### config.mk
export PLATFORM = sky130hd
export DESIGN_NAME = reverse_requester
export DESIGN_NICKNAME = d
export VERILOG_FILES = /design/src/rtl/reverse_pkg.sv /design/src/rtl/reverse_watchdog.sv /design/src/rtl/reverse_requester.sv
export SDC_FILE = /design/constraint.sdc
export NUM_CORES = 1
export LEC_CHECK = 0
export CAP_MARGIN = 10
export CORE_MARGIN = 3
export CORE_UTILIZATION = 31
export CTS_CLUSTER_SIZE = 40
export DETAILED_ROUTE_END_ITERATION = 8
export GPL_TIMING_DRIVEN = 1
export PLACE_DENSITY_LB_ADDON = 0.1
export SYNTH_ARGS = -nofsm -noshare
export SYNTH_HDL_FRONTEND = slang
export SYNTH_HIERARCHICAL = 1
export SYNTH_SLANG_ARGS = --single-unit
### constraint.sdc
create_clock -name clk -period 2.47 [get_ports clk]
set_input_delay 0.6175 -clock clk [delete_from_list [all_inputs] [get_ports clk]]
set_output_delay 0.6175 -clock clk [all_outputs]
set_load 0.05 [all_outputs]
### src/rtl/reverse_pkg.sv
// Shared types and default sizing for the reverse-core requester slice.
package reverse_pkg;

    localparam int unsigned WIDTH_DEF   = 16;
    localparam int unsigned TIMEOUT_DEF = 1024;
    localparam int unsigned CNT_W_DEF   = 16;

    typedef enum logic [1:0] {
        IDLE  = 2'd0,
        ISSUE = 2'd1,
        WAIT  = 2'd2,
        OUT   = 2'd3
    } req_state_e;

endpackage

### src/rtl/reverse_watchdog.sv
// Clearable cycle timer that flags when TIMEOUT-1 cycles have been counted.
module reverse_watchdog #(
    parameter int unsigned TIMEOUT = reverse_pkg::TIMEOUT_DEF
) (
    input  logic clk,
    input  logic rst,
    input  logic clear,
    input  logic enable,
    output logic expire_c
);

    localparam int unsigned TW = (TIMEOUT > 2) ? $clog2(TIMEOUT) : 1;

    logic [TW-1:0] timer;

    always_ff @(posedge clk or posedge rst) begin
        if (rst) begin
            timer <= '0;
        end else if (clear) begin
            timer <= '0;
        end else if (enable && !expire_c) begin
            timer <= timer + TW'(1);
        end
    end

    assign expire_c = (timer == TW'(TIMEOUT - 1));

endmodule

### src/rtl/reverse_requester.sv
// Issues one job at a time to a reverse core and returns operand/result pairs,
// with a watchdog abort, a sticky spurious-Done flag and a completed-job counter.
module reverse_requester
    import reverse_pkg::*;
#(
    parameter int unsigned WIDTH   = WIDTH_DEF,
    parameter int unsigned TIMEOUT = TIMEOUT_DEF,
    parameter int unsigned CNT_W   = CNT_W_DEF
) (
    input  logic             clk,
    input  logic             rst,
    input  logic             in_valid,
    output logic             in_ready,
    input  logic [WIDTH-1:0] in_x,
    output logic             core_start,
    output logic [WIDTH-1:0] core_x,
    input  logic             core_done,
    input  logic [WIDTH-1:0] core_reverse,
    output logic             out_valid,
    input  logic             out_ready,
    output logic [WIDTH-1:0] out_x,
    output logic [WIDTH-1:0] out_reverse,
    output logic             out_timeout,
    output logic             busy,
    output logic             spurious,
    output logic [CNT_W-1:0] job_cnt
);

    req_state_e state, state_next;

    logic [WIDTH-1:0] x_reg;
    logic             expire_c;
    logic             accept_c;
    logic             wd_clear_c;
    logic             wd_en_c;
    logic             cap_done_c;
    logic             cap_tmo_c;
    logic             out_hs_c;
    logic             spur_c;

    reverse_watchdog #(
        .TIMEOUT (TIMEOUT)
    ) u_watchdog (
        .clk      (clk),
        .rst      (rst),
        .clear    (wd_clear_c),
        .enable   (wd_en_c),
        .expire_c (expire_c)
    );

    // State register
    always_ff @(posedge clk or posedge rst) begin
        if (rst) begin
            state <= IDLE;
        end else begin
            state <= state_next;
        end
    end

    // Next-state logic; Done has priority over the watchdog in WAIT
    always_comb begin
        state_next = state;
        case (state)
            IDLE:    if (in_valid) state_next = ISSUE;
            ISSUE:   state_next = WAIT;
            WAIT:    if (core_done || expire_c) state_next = OUT;
            OUT:     if (out_ready) state_next = IDLE;
            default: state_next = IDLE;
        endcase
    end

    // Per-state datapath strobes
    always_comb begin
        accept_c   = 1'b0;
        wd_clear_c = 1'b0;
        wd_en_c    = 1'b0;
        cap_done_c = 1'b0;
        cap_tmo_c  = 1'b0;
        out_hs_c   = 1'b0;
        case (state)
            IDLE:  accept_c = in_valid;
            ISSUE: wd_clear_c = 1'b1;
            WAIT: begin
                if (core_done) begin
                    cap_done_c = 1'b1;
                end else if (expire_c) begin
                    cap_tmo_c = 1'b1;
                end else begin
                    wd_en_c = 1'b1;
                end
            end
            OUT:     out_hs_c = out_ready;
            default: accept_c = 1'b0;
        endcase
        spur_c = core_done && (state != WAIT);
    end

    // Registered handshake/status outputs follow the next state
    always_ff @(posedge clk or posedge rst) begin
        if (rst) begin
            in_ready   <= 1'b1;
            core_start <= 1'b0;
            out_valid  <= 1'b0;
            busy       <= 1'b0;
        end else begin
            in_ready   <= (state_next == IDLE);
            core_start <= (state_next == ISSUE);
            out_valid  <= (state_next == OUT);
            busy       <= (state_next != IDLE);
        end
    end

    // Operand, result capture, sticky flag and job counter
    always_ff @(posedge clk or posedge rst) begin
        if (rst) begin
            x_reg       <= '0;
            out_x       <= '0;
            out_reverse <= '0;
            out_timeout <= 1'b0;
            spurious    <= 1'b0;
            job_cnt     <= '0;
        end else begin
            if (accept_c) begin
                x_reg <= in_x;
            end
            if (cap_done_c) begin
                out_x       <= x_reg;
                out_reverse <= core_reverse;
                out_timeout <= 1'b0;
            end else if (cap_tmo_c) begin
                out_x       <= x_reg;
                out_reverse <= '0;
                out_timeout <= 1'b1;
            end
            if (spur_c) begin
                spurious <= 1'b1;
            end
            if (out_hs_c) begin
                job_cnt <= job_cnt + CNT_W'(1);
            end
        end
    end

    assign core_x = x_reg;

endmodule

==> results of run 1 <==
==> layer usage <==
metal  GRT usage (%)  up-vias
li1                -     1158
met1           16.71     1177
met2           21.76       66
met3           5.731        7
met4           4.298        0
met5               0        -
==> area by class of cell <==
cell class | count | area share (%)
well taps | 136 | 3.470
clock buffers | 10 | 2.603
clock inverters | 5 | 1.608
flip-flops and latches | 82 | 41.87
multi-input cells | 154 | 25.85
inverters | 6 | 0.4593
repair buffers | 119 | 24.14
==> through the flow <==
stage               util (%)  cell area, µm²  setup slack, ns
detailed placement     44.70            4697           0.1500
CTS                    46.66            4903           0.1403
floorplan                  -            3421          0.02924
finish                 46.66            4903           0.1706
global route           46.66            4903           0.1217
global placement       44.70            4697           0.1671
==> flip-flops by register name, summed over array words and instances, names as in the netlist <==
register	flops
u_watchdog/timer	10
out_timeout	1
out_valid	1
job_cnt	16
out_reverse	16
state	2
out_x	16
core_start	1
spurious	1
in_ready	1
busy	1
core_x	16
==> synthesized netlist by cell type (2+ instances only) <==
| cell | n |
|---|---|
| dfrtp_1 | 81 |
| mux2_2 | 33 |
| a22o_1 | 16 |
| xnor2_1 | 10 |
| nand2_1 | 8 |
| nand3_1 | 8 |
| nor2_1 | 7 |
| buf_2 | 6 |
| inv_1 | 6 |
| and3_1 | 5 |
| nand4_1 | 5 |
| nor3_1 | 5 |
| xor2_1 | 5 |
| a41oi_1 | 4 |
| nor2b_1 | 4 |
| a211oi_1 | 3 |
| a311oi_1 | 3 |
| buf_6 | 3 |
| clkbuf_1 | 3 |
| nand2b_1 | 3 |
| nor3b_1 | 3 |
| a211oi_2 | 2 |
| a21oi_1 | 2 |
| a31oi_1 | 2 |
| and4_1 | 2 |
| buf_4 | 2 |
| ha_1 | 2 |
| nor4_1 | 2 |
| o21ai_0 | 2 |
==> where the power goes <==
| group | internal [mW] | leakage [nW] | switching [mW] | total [mW] |
|---|---|---|---|---|
| combinational | 1.41 | 0.947 | 2.35 | 3.76 |
| clock | 0.565 | 0.107 | 0.475 | 1.04 |
| sequential | 1.86 | 1.02 | 0.339 | 2.20 |
==> cell families after synthesis <==
| group | count (synthesis) | synth area share (%) |
|---|---|---|
| flip-flops | 82 | 60.02 |
| AND/OR/NAND/NOR | 63 | 11.34 |
| AO/OA/AOI/OAI | 40 | 9.583 |
| multiplexers | 34 | 11.19 |
| buffers and inverters | 20 | 3.292 |
| XOR/XNOR | 15 | 3.840 |
| adder cells (fa/ha/maj) | 2 | 0.7314 |
==> path summary, 6_finish.rpt <==
kind | startpoint | endpoint | slack (ns) | cells after the start
worst max register to register | u_watchdog/timer[0] | u_watchdog/timer[1] | 0.31 | 8
worst max-delay path | in_ready | in_ready | 0.17 | 1
worst min-delay path | job_cnt[15] | job_cnt[15] | 0.46 | 1
max in group asynchronous | rst | job_cnt[6] | 1.45 | 3
min in group asynchronous | rst | u_watchdog/timer[5] | 0.62 | 2
worst min register to register | job_cnt[15] | job_cnt[15] | 0.46 | 1
==> worst reg2reg max path, delay by kind of cell, from the launching register on <==
kind	cells	cell delay, ns
buffers and inverters	1	0.19
AOI/OAI and AO/OA	1	0.10
and+or+nand+nor	5	0.97
DFF	1	0.43
adders and majority gates	1	0.37
==> reports/metrics.cfg, run 1 <==
[status]
outcome=finished, final reports clean

[clock_network]
cts.clk_slew.worst_paths_ns=0.09
cts_root_buffer=clkbuf_8
tritoncts=done
clock_latency_ns=0.35
ctsHoldBuffers=0
cts_buffer_depth=2
cts_resized=0
cts_inserted_buffers=9
clock_tree.htree_level_count=3
post_cts_buffers=0
clkSinkCount=82

[setup_path]
crit_path_end_kind=output port
critical_path.max_stage_delay_ns=0.81
cp_slowest_cell=clkdlybuf4s50_1
crit_path_max_fanout=1
critical-path-top-delay-family=buffers and inverters
critPathArrivalTime_ns=1.68
path_buf_inv=1
crit_type=flop to output port
crit_required_ns=1.85
crit_path_cell_trace=clkdlybuf4s50_1
startpoint_type=flop

[synth]
synth_edf_count=0
seq_area_frac_synth_pct=60.02
synth_cells=256
synthTopCellsByArea=dfrtp_1 59%, mux2_2 11%, a22o_1 4.1%
ys_types=48
synthesis.area_um2=3421
yosys.area.top_type_share_pct=59.25
ys_ff_latch=82
yosys_warnings=6
avgSynthCellArea_um2=13.36
yosys.area.top_type=dfrtp_1
syn-num-nets=295
ys.flop_type=dfrtp_1
async_flop_share_pct=100.0

[global_routing]
grt_first_pass_wirelength_mm=13.61
grt_pass1_vias=2590
grt_max_degree=73
track_usage_pct=13.60
antenna_found_initial=0
grt-ovfl-total=0

[power]
total_leakage_power_nw=2.073
p_per_area_nw_per_um2=1427
p_total_mw=7.000
peakVddDrop_mv=0.6931

[die]
row_count=37
die_w_um=111.0
start_util_pct=32.55
pin_count=107
die_area_um2=12330
core_area_um2=10510
die_h_um=111.0

[cells_and_area]
n_fill_cell=960
final_common_cell=clkdlybuf4s50_1
multiInputGateArea_um2=1267
final_layout_size_suffix_gt1_share_pct=19.41
area_growth_syn_to_layout_pct=43.34
n_antenna_cell=0
fin_cells=512
ff_latch_area_um2=2053
nets=411
final_cell_mix=106 x clkdlybuf4s50_1, 81 x dfrtp_1, 33 x mux2_2, 16 x a22o_1, 11 x buf_4

[detailed_routing]
drtAntennaViolNets=0
drtIter0Drc=69
via_per_inst=4.703
wl_met2_mm=3.869
vias=2408
dr.pass1.iters=4
wirelength_mm=8.017
highest_layer=met4
wl_met1_mm=3.468
wl_per_cell_um=15.66
drc=0
route.met3.wl_um=584

[place]
gp_congestion=0.7892
dpl.hpwl_mm=5.520
dp.cells=497
place.port_buffers=106

[timing]
min_period_over_period_pct=93.09
worstMarginPinSlew_ns=0.5564
rsz0062_at_grt=no
whs_ns=0.4643
slew_viol_final=0
finalSetupViolCount=0
hold_viol=0
fin_crit_ns=2.299
clock.fmax_mhz=434.9
tns_ns=0
fin_skew_ns=0.01332
relSlewSlack_pct=62.83

[job]
drv_cap=0

[min_path]
hp-class=flop to flop

No activity file was read; power rests on OpenSTA's default activity.
==> run 2, diff against run 1 <==
Settings changed: CAP_MARGIN 10 to 20, GPL_TIMING_DRIVEN 1 to not set.
==> results of run 2 <==
Same layout as run 1: the final DEF is identical, and so are final timing and power.
